[config.mk]
export PLATFORM = sky130hd
export DESIGN_NAME = ppe_request_buffer
export DESIGN_NICKNAME = d
export VERILOG_FILES = /design/src/rtl/ppe_request_buffer.sv
export SDC_FILE = /design/constraint.sdc
export NUM_CORES = 1
export LEC_CHECK = 0
export CAP_MARGIN = 40
export CORE_MARGIN = 1.5
export CORE_UTILIZATION = 40
export DETAILED_ROUTE_END_ITERATION = 16
export GPL_TIMING_DRIVEN = 1
export PLACE_DENSITY_LB_ADDON = 0.15
export SLEW_MARGIN = 5
export SYNTH_ARGS = -nofsm -noshare
export SYNTH_HDL_FRONTEND = slang
export SYNTH_SLANG_ARGS = --single-unit
[constraint.sdc]
create_clock -name clk -period 4.9 [get_ports clk]
set_input_delay 0.735 -clock clk [delete_from_list [all_inputs] [get_ports clk]]
set_output_delay 0.735 -clock clk [all_outputs]
set_load 0.005 [all_outputs]
[src/rtl/ppe_request_buffer.sv]
`default_nettype none
// ============================================================================
// Module   : ppe_request_buffer
// Purpose  : Requester side of a round-robin PPE arbiter. Keeps one small FIFO
//            per source, raises a request for each non-empty FIFO, pops the
//            FIFO named by a legal one-hot grant and presents the popped word
//            on a registered output.
// Ports    : clk, reset_n (sync, active low), ce (clock enable)
//            i_data_val/i_data    per-source write strobe and write data
//            o_full               per-source FIFO full (writes dropped)
//            o_request            to arbiter; bit i = FIFO i non-empty
//            i_grant              from arbiter; one-hot or zero
//            o_data_val/o_data/o_src  registered popped word and its source
//            o_error              sticky illegal-grant flag
// Revision : 1.0 - initial release
// ============================================================================
module ppe_request_buffer #(
  parameter int N     = 4,
  parameter int W     = 32,
  parameter int DEPTH = 4
) (
  input  logic                  clk,
  input  logic                  reset_n,
  input  logic                  ce,
  input  logic [0:N-1]          i_data_val,
  input  logic [0:N-1][W-1:0]   i_data,
  output logic [0:N-1]          o_full,
  output logic [0:N-1]          o_request,
  input  logic [0:N-1]          i_grant,
  output logic                  o_data_val,
  output logic [W-1:0]          o_data,
  output logic [$clog2(N)-1:0]  o_src,
  output logic                  o_error
);

  localparam int AW = $clog2(DEPTH);
  localparam int CW = $clog2(DEPTH + 1);
  localparam int SW = $clog2(N);
  localparam int GW = $clog2(N + 1);

  // Per-source FIFO state
  logic [W-1:0]  mem_q    [N][DEPTH];
  logic [AW-1:0] wr_ptr_q [N];
  logic [AW-1:0] wr_ptr_d [N];
  logic [AW-1:0] rd_ptr_q [N];
  logic [AW-1:0] rd_ptr_d [N];
  logic [CW-1:0] count_q  [N];
  logic [CW-1:0] count_d  [N];

  // Output registers
  logic          data_val_q, data_val_d;
  logic [W-1:0]  data_q,     data_d;
  logic [SW-1:0] src_q,      src_d;
  logic          error_q,    error_d;

  // Grant decode
  logic [GW-1:0] grant_ones;
  logic [SW-1:0] grant_idx;
  logic          grant_hits_req;
  logic          grant_legal;
  logic [0:N-1]  wr_en;
  logic [0:N-1]  pop_en;

  // Request/full come from registered counts only, so there is no
  // combinational path from i_grant back to o_request through the arbiter.
  always_comb begin
    for (int i = 0; i < N; i++) begin
      o_request[i] = (count_q[i] != '0);
      o_full[i]    = (count_q[i] == CW'(DEPTH));
    end
  end

  // A grant is legal only if exactly one bit is set and that source requests.
  always_comb begin
    grant_ones     = '0;
    grant_idx      = '0;
    grant_hits_req = 1'b0;
    for (int i = 0; i < N; i++) begin
      if (i_grant[i]) begin
        grant_ones = grant_ones + GW'(1);
        grant_idx  = SW'(i);
        if (count_q[i] != '0) begin
          grant_hits_req = 1'b1;
        end
      end
    end
    grant_legal = (grant_ones == GW'(1)) && grant_hits_req;
  end

  // Next-state for FIFO pointers and counts. Full is judged on the
  // pre-pop count, so a full FIFO refuses a write even while being popped.
  always_comb begin
    for (int i = 0; i < N; i++) begin
      wr_en[i]    = ce & i_data_val[i] & ~o_full[i];
      pop_en[i]   = ce & grant_legal & i_grant[i];
      wr_ptr_d[i] = wr_ptr_q[i] + AW'(wr_en[i]);
      rd_ptr_d[i] = rd_ptr_q[i] + AW'(pop_en[i]);
      count_d[i]  = count_q[i] + CW'(wr_en[i]) - CW'(pop_en[i]);
    end
  end

  // Output register next-state; everything holds while ce is low.
  always_comb begin
    data_val_d = data_val_q;
    data_d     = data_q;
    src_d      = src_q;
    error_d    = error_q;
    if (ce) begin
      data_val_d = grant_legal;
      if (grant_legal) begin
        data_d = mem_q[grant_idx][rd_ptr_q[grant_idx]];
        src_d  = grant_idx;
      end
      if ((|i_grant) && !grant_legal) begin
        error_d = 1'b1;
      end
    end
  end

  always_ff @(posedge clk) begin
    if (!reset_n) begin
      for (int i = 0; i < N; i++) begin
        wr_ptr_q[i] <= '0;
        rd_ptr_q[i] <= '0;
        count_q[i]  <= '0;
      end
      data_val_q <= 1'b0;
      data_q     <= '0;
      src_q      <= '0;
      error_q    <= 1'b0;
    end else begin
      for (int i = 0; i < N; i++) begin
        wr_ptr_q[i] <= wr_ptr_d[i];
        rd_ptr_q[i] <= rd_ptr_d[i];
        count_q[i]  <= count_d[i];
      end
      data_val_q <= data_val_d;
      data_q     <= data_d;
      src_q      <= src_d;
      error_q    <= error_d;
    end
  end

  // Storage has no reset; stale contents are never read because counts
  // are cleared. A write is blocked during reset so nothing leaks through.
  always_ff @(posedge clk) begin
    for (int i = 0; i < N; i++) begin
      if (reset_n && wr_en[i]) begin
        mem_q[i][wr_ptr_q[i]] <= i_data[i];
      end
    end
  end

  assign o_data_val = data_val_q;
  assign o_data     = data_q;
  assign o_src      = src_q;
  assign o_error    = error_q;

endmodule
`default_nettype wire

After elaboration in Yosys (flattened, before gate mapping). Memory sizes are Yosys's and may differ from the RTL's. Index checks and enable logic that the tools add are counted.

Bits in registers: 36. Logic and storage cells: 141. Memories kept: 4. Memory bits (writable): 540.

Memory list: mem_q (depth 4, bits a word 128, read ports 1, clocked after Yosys merged registers in 0, write ports 4, line 42) `logic [W-1:0] mem_q [N][DEPTH];`; count_q (depth 4, bits a word 3, read ports 4, clocked after Yosys merged registers in 0, write ports 4, line 47) `logic [CW-1:0] count_q [N];`; rd_ptr_q (depth 4, bits a word 2, read ports 5, clocked after Yosys merged registers in 0, write ports 4, line 45) `logic [AW-1:0] rd_ptr_q [N];`; wr_ptr_q (depth 4, bits a word 2, read ports 4, clocked after Yosys merged registers in 0, write ports 4, line 43) `logic [AW-1:0] wr_ptr_q [N];`.

Bitwise gates (word level): 34. Muxes and demuxes: 48. Eq/ne operators: 5. Add/sub/neg operators: 19. Reductions and logical operators: 18. Magnitude comparators: 9.

Operator list (count): two-way mux 128 bit (4); demux 32 bit (select 2 bit) (4); two-way mux 32 bit (6); binary-select mux 32 bit (select 2 bit) (1); two-way mux 3 bit (7); two-way mux 2 bit (10); adder 2 x 1 -> 2 bit (8); two-way mux 1 bit (16); >= comparator 3 bit, second input constant (5); NOT 2 -> 3 bit (5); bitwise AND 1 bit (13); adder 3 x 1 -> 3 bit (4); == test 3 bit, second input constant (4); < comparator 3 x 1 -> 1 bit, second input constant (4); bitwise OR 1 bit (12); nonzero test 3 bit (4); subtractor 3 x 1 -> 3 bit (4); logical AND 1 bit (10); adder 3 x 1 -> 3 bit, second input constant (3); NOT 1 bit (4); AND reduction 2 bit (2); OR reduction 4 bit (1); == test 3 x 1 -> 1 bit, second input constant (1); zero test 1 bit (1).

Logic depth before layout (Yosys ltp). Gate-level depths: netlist (run 1). An unclocked memory read counts as a cell.

Depth in word-level cells: 15. Gate-level depth with buffers: 22.

Worst setup path after synthesis (run 1). Ideal clock, no wire load.

Path kind: input port to flip-flop. Start point: in i_grant[1] in the netlist's numbering. End point: mem count_q[3][2] in the netlist's numbering. Data arrival time: 4857 ps. Stages on the path: 22. Library setup time: 115 ps. Setup slack: -72 ps. Data required time: 4785 ps. Cell sequence: buf_2 -> buf_4 -> buf_4 -> buf_2 -> inv_1 -> ha_1 -> xor2_1 -> ha_1 -> nor3b_1 -> o21ai_1 -> a2111oi_4 -> buf_2 -> inv_2 -> nor2_1 -> ha_1 -> inv_1 -> ha_1 -> inv_1 -> fa_1 -> xnor2_1 -> xnor2_1 -> and2_1.

RTL lines: start, declared (line 29) `input logic [0:N-1] i_grant,`; end, declared (line 47).

==> results.sh, run 1 <==
export IMPL_clock_path_buffers=3
export IMPL_crit_type="in -> reg"
export IMPL_place_congestion=0.761
export IMPL_setup_violations_final=0
export IMPL_cpMostUsedCell="ha_1"
export IMPL_grt_first_pass_wirelength_um=90500
export IMPL_synth_cell_types=50
export IMPL_cp_required_ps=5410
export IMPL_postCtsHoldBufs=0
export IMPL_critPathMaxStageDelay_ps=520
export IMPL_irDropWorstVdd_uv=284
export IMPL_status="complete, no violations"
export IMPL_numCtsBuffers=59
export IMPL_dr_pass1_iters=5
export IMPL_gr_usage_all_layers=0.212
export IMPL_synth_area_um2=22800
export IMPL_routed_via_count=13259
export IMPL_insertion_delay_ps=620
export IMPL_h_tree_depth=2
export IMPL_async_reset_ff_frac=0
export IMPL_port_buffers=182
export IMPL_layout_nets=1811
export IMPL_io_pins=183
export IMPL_drc=0
export IMPL_grt_max_degree=75
export IMPL_clock_skew_ps=13.0
export IMPL_path_cells="clkdlybuf4s50_1, inv_1, ha_1, xor2_1, ha_1, nor3b_1, o21ai_1, a2111oi_4, inv_2, nor2_1, ha_1, inv_1, ha_1, inv_1, fa_1, xnor2_1, xnor2_1, and2_1"
export IMPL_slew_viol_final=0
export IMPL_drt_wl_total_um=62100
export IMPL_wl_per_cell_um=25.3
export IMPL_drt_iter0_drc=1001
export IMPL_worst_pin_slew_ps=848
export IMPL_synth_edf_count=512
export IMPL_antenna_found_initial=6
export IMPL_drive_gt1_frac=0.119
export IMPL_area_growth_pct=21.5
export IMPL_grt_pass1_vias=13448
export IMPL_die_w_um=242
export IMPL_dp_hpwl_um=37300
export IMPL_ys_seq_area_frac=0.731
export IMPL_wl_met1_um=27900
export IMPL_worstPathArrival_ps=4590
export IMPL_cts_root_buf="clkbuf_16"
export IMPL_ant_nets=0
export IMPL_rsz0062_at_grt="no"
export IMPL_top_layer="met5"
export IMPL_crit_fanout=6
export IMPL_clk_pin_slew_ps=60
export IMPL_synth_warnings=0
export IMPL_fin_crit_ps=4080
export IMPL_avgViaCountPerCell=5.39
export IMPL_setup_worst_path_end_class="register"
export IMPL_rows=87
export IMPL_hold_viol=0
export IMPL_ctsResizeCount=0
export IMPL_cts_sinks=576
export IMPL_critPathLaunchType="input port"
export IMPL_crit_buf_inv=5
export IMPL_synthesis_nets=1611
export IMPL_whs_ps=477
export IMPL_synthCells=1450
export IMPL_die_y_um=242
export IMPL_cts_tree="built"
export IMPL_hold_path_class="reg -> reg"
export IMPL_gr_total_overflow=0
export IMPL_fmax_ghz=0.245
export IMPL_dr_wl_met2_um=29100
export IMPL_fin_crit_sh=0.832
export IMPL_slowest_stage="clkdlybuf4s50_1"
export IMPL_cts_setup_buffers=0
export IMPL_final_fill_count=4895
export IMPL_ys_flop_type="edfxtp_1"
export IMPL_ys_seq_elements=576
export IMPL_tns_ps=0
export IMPL_syn_avg_cell_area_um2=15.7
export IMPL_wl_met3_um=3120
export IMPL_leakage_nw=9.35
export IMPL_fp_coreArea_um2=56400
export IMPL_path_delay_family="adder cells"
export IMPL_drv_cap=0
export IMPL_dieArea_um2=58400
export IMPL_initial_core_util=0.404
export IMPL_powerDensity_nw_per_um2=402
export IMPL_slew_headroom=0.435
[sequential cells by signal (all words and copies together) (netlist names)]
signal,cells
o_src,2
o_data_val,1
rd_ptr_q,8
wr_ptr_q,8
count_q,12
mem_q,512
o_data,32
o_error,1
[cell usage in the layout (no fill, tap or decap), drive strengths merged, types with 4 or more instances in the layout]
cell type      Yosys  routed
or3                4       4
nand3             33      33
edfxtp           512     512
nor2b              5       5
a221o             62      62
o221ai            31      31
nor2              13      13
xor2               9       9
dfxtp             64      64
a31oi             31      31
nor3b             11      11
o21ai             98      98
nand2            145     145
and2              25      25
and3               5       5
fa                 4       4
inv               18      21
and4               4       4
xnor2              9       9
ha                18      18
bufinv             0       8
clkdlybuf4s50      0     178
o211ai            33      33
buf               33      56
mux2              31      31
mux2i            160     160
clkinv             1      26
clkbuf            62      73
[power by group]
| part | switching [mW] | total, mW | internal [mW] |
|---|---|---|---|
| logic | 0.553 | 1.03 | 0.476 |
| registers | 0.0861 | 5.59 | 5.50 |
| clock network | 1.86 | 4.51 | 2.65 |
| total | 2.50 | 11.1 | 8.63 |
[cell type report]
type	instances	area [um^2]	share of cell area
Clock inverter	38	403	0.0145
Timing Repair Buffer	234	2340	0.0846
Clock buffer	73	1540	0.0555
Antenna cell	2	5.00	0.000181
Sequential cell	576	16700	0.601
Tap cell	756	946	0.0341
Multi-Input combinational cell	760	5740	0.207
Inverter	19	71.3	0.00257
[path summary, 6_finish.rpt]
check                start  slack (ps)  cells past startpoint            end
min                o_error         480                      1        o_error
max             i_grant[0]         820                     18  count_q[3][2]
max reg2reg  count_q[3][1]        1800                     13  count_q[3][2]
min reg2reg        o_error         480                      1        o_error
[through the flow]
| step | util | worst slack (ps) | power [mW] | cell area, um^2 | std cells |
|---|---|---|---|---|---|
| CTS | 0.491 | 821 | 11.2 | 27700 | 2456 |
| global placement | 0.455 | 271 | 6.70 | 25600 | 2340 |
| global route | 0.491 | 552 | 11.5 | 27700 | 2458 |
| finish | 0.491 | 821 | 11.1 | 27700 | 2458 |
| floorplan | - | 15.9 | 6.19 | 22800 | 1450 |
| detailed placement | 0.457 | 188 | 6.73 | 25800 | 2345 |
[cell usage after synthesis, types with 7 or more instances]
cell / number / share of area
buf_4: 7 / 0.0023
inv_1: 16 / 0.0026
and2_1: 25 / 0.0069
o21ai_0: 97 / 0.021
mux2i_1: 159 / 0.070
o221ai_1: 31 / 0.012
ha_1: 18 / 0.0099
nor3b_1: 11 / 0.0036
mux2_2: 31 / 0.015
nand3_1: 33 / 0.0072
a31oi_1: 31 / 0.0085
clkbuf_1: 62 / 0.010
o211ai_1: 33 / 0.011
nand2_1: 145 / 0.024
nor2_1: 13 / 0.0021
edfxtp_1: 512 / 0.67
buf_2: 21 / 0.0046
dfxtp_1: 64 / 0.056
xor2_1: 9 / 0.0035
a221o_1: 62 / 0.027
xnor2_1: 9 / 0.0035
[worst register-to-register path, stage by stage, from the launching register on]
cell and delay (ps):
dfxtp_1 350, or3_1 440, a2111oi_2 600, a2111oi_4 130, inv_2 110, nor2_1 70, ha_1 270, inv_1 60
ha_1 130, inv_1 50, fa_1 370, xnor2_1 140, xnor2_1 120, and2_1 150
[cells by family (layout without fill, tap and decap cells)]
family / Yosys count / count (layout) / synth area share
AO/OA/AOI/OAI: 274 / 274 / 0.0889
XOR/XNOR: 18 / 18 / 0.00692
adder cells (fa/ha/maj): 22 / 22 / 0.0134
buffers and inverters: 114 / 364 / 0.0211
flip-flops: 576 / 576 / 0.731
multiplexers: 193 / 193 / 0.0877
other: 0 / 2 / 0
AND/OR/NAND/NOR: 253 / 253 / 0.0513
[routing by layer]
| layer | GRT usage | vias to the layer above |
|---|---|---|
| met2 | 0.341 | 379 |
| met4 | 0.0789 | 6 |
| met5 | 0 | - |
| met3 | 0.0312 | 102 |
| met1 | 0.292 | 6699 |
| li1 | - | 6073 |
Power figures use the tool's default switching activity.
==> run 2, diff against run 1 <==
==> constraint.sdc (replaced) <==
create_clock -name clk -period 3.73 [get_ports clk]
set_input_delay 0.5595 -clock clk [delete_from_list [all_inputs] [get_ports clk]]
set_output_delay 0.5595 -clock clk [all_outputs]
set_load 0.005 [all_outputs]
==> results.sh, run 2 (same netlist as run 1, synthesis figures left out) <==
export IMPL_cts_setup_buffers=0
export IMPL_cts_sinks=576
export IMPL_grt_pass1_vias=13495
export IMPL_largest_reg_flops=512
export IMPL_worst_pin_slew_ps=848
export IMPL_gr_total_overflow=0
export IMPL_worstPathArrival_ps=4060
export IMPL_leakage_nw=9.45
export IMPL_cts_tree="built"
export IMPL_setup_violations_final=0
export IMPL_r2r_end="count_q[3][2]"
export IMPL_multi_input_area_um2=5850
export IMPL_fin_crit_sh=0.952
export IMPL_cp_required_ps=4240
export IMPL_fmax_ghz=0.282
export IMPL_port_buffers=182
export IMPL_numCtsBuffers=59
export IMPL_seq_area_um2=16700
export IMPL_place_congestion=0.740
export IMPL_critical_path_startpoint="i_grant[0]"
export IMPL_cts_root_buf="clkbuf_16"
export IMPL_wl_per_cell_um=24.6
export IMPL_gr_usage_all_layers=0.207
export IMPL_grt_first_pass_wirelength_um=89300
export IMPL_clock_skew_ps=16.6
export IMPL_critPathMaxStageDelay_ps=490
export IMPL_drt_iter0_drc=916
export IMPL_worstRegToRegCells=13
export IMPL_io_pins=183
export IMPL_layout_nets=1825
export IMPL_placed_area_um2=26100
export IMPL_routed_via_count=13346
export IMPL_r2r_slack_ps=670
export IMPL_clk_pin_slew_ps=60
export IMPL_die_w_um=242
export IMPL_h_tree_depth=2
export IMPL_drt_wl_total_um=60900
export IMPL_dieArea_um2=58400
export IMPL_endpoint="count_q[3][2]"
export IMPL_hold_viol=0
export IMPL_fin_crit_ps=3550
export IMPL_fin_area_um2=28000
export IMPL_slew_viol_final=0
export IMPL_drv_cap=0
export IMPL_postCtsHoldBufs=0
export IMPL_crit_type="in -> reg"
export IMPL_antenna_found_initial=9
export IMPL_slew_headroom=0.435
export IMPL_final_fill_count=4801
export IMPL_rsz0062_at_grt="no"
export IMPL_powerDensity_nw_per_um2=522
export IMPL_dr_pass1_iters=8
export IMPL_rows=87
export IMPL_finalPower_mw=14.6
export IMPL_dp_hpwl_um=37900
export IMPL_avgViaCountPerCell=5.40
export IMPL_die_y_um=242
export IMPL_layout_common_cells="512 x edfxtp_1, 178 x clkdlybuf4s50_1, 159 x mux2i_1"
export IMPL_hold_path_class="in -> reg"
export IMPL_drc=0
export IMPL_grt_max_degree=88
export IMPL_rr_startpoint="count_q[3][1]"
export IMPL_ctsResizeCount=0
export IMPL_setup_worst_path_end_class="register"
export IMPL_final_common_cell="edfxtp_1"
export IMPL_initial_core_util=0.404
export IMPL_ant_nets=0
export IMPL_critPathLaunchType="input port"
export IMPL_fp_coreArea_um2=56400
export IMPL_irDropWorstVdd_uv=394
export IMPL_slowest_stage="clkdlybuf4s50_1"
export IMPL_area_growth_pct=23.0
export IMPL_crit_fanout=4
export IMPL_drive_gt1_frac=0.130
export IMPL_status="complete, no violations"
export IMPL_clock_path_buffers=3
export IMPL_path_cells="clkdlybuf4s50_1, inv_2, ha_4, xor2_1, ha_1, nor3b_2, o21ai_2, a2111oi_4, inv_4, nor2_4, ha_1, inv_1, ha_2, inv_2, fa_2, xnor2_2, xnor2_1, and2_1"
export IMPL_insertion_delay_ps=620
==> run 2: changes by cell type in the layout (fill, tap and decap cells not counted), sizes merged <==
| cell | change |
|---|---|
| buf | +14 |
| bufinv | -1 |
| clkbuf | +8 |
| clkinv | -3 |
| clkinvlp | -2 |
| inv | -1 |
==> run 2: critical path: cells and delay by family <==
family	cells	cell delay [ps]
compound gates	2	550
simple gates	3	460
fa+ha+maj	5	1320
buf+inv	5	750
xor+xnor	3	410
==> run 2: where the power goes <==
group	leakage, nW	total [mW]	switching (mW)	internal [mW]
sequential	5.14	7.34	0.112	7.23
combinational	3.36	1.41	0.745	0.661
clock	0.942	5.88	2.41	3.47
==> run 2: how the worst min path moves through the flow <==
stage / start / end / slack, ps / cells after the start
2_1_floorplan: rd_ptr_q[2][1] / rd_ptr_q[2][1] / 460 / 2
3_3_place_gp: o_error / o_error / 460 / 1
3_5_place_dp: o_error / o_error / 460 / 1
4_1_cts: i_grant[1] / o_src[0] / 310 / 4
5_1_grt: i_grant[1] / o_src[0] / 350 / 4
6_report: i_grant[1] / o_src[0] / 350 / 4
==> run 2: cell type report <==
| type | count | area share |
|---|---|---|
| multi-input cells | 760 | 0.209 |
| diodes | 2 | 0.000178 |
| clock buffers | 81 | 0.0571 |
| inverters | 19 | 0.00290 |
| repair buffers | 248 | 0.0918 |
| flip-flops and latches | 576 | 0.594 |
| clock inverters | 31 | 0.0117 |
| well taps | 756 | 0.0337 |
==> run 2: through the flow <==
stage	setup TNS [ps]	cells	hold slack, ps	utilization	setup slack, ps
floorplan	-2330	1450	455	-	-491
global placement	-3850	2357	462	0.462	-393
detailed placement	-8720	2359	462	0.463	-485
CTS	0	2471	314	0.497	161
global route	0	2472	352	0.497	18.6
finish	0	2473	347	0.497	180
==> run 2: metal layers <==
metal / GRT usage / up-vias / part of all wire
met5: 0 / - / 0.0014
met4: 0.0515 / 14 / 0.020
met3: 0.0426 / 101 / 0.055
met2: 0.349 / 363 / 0.49
met1: 0.274 / 6767 / 0.43
li1: - / 6101 / -
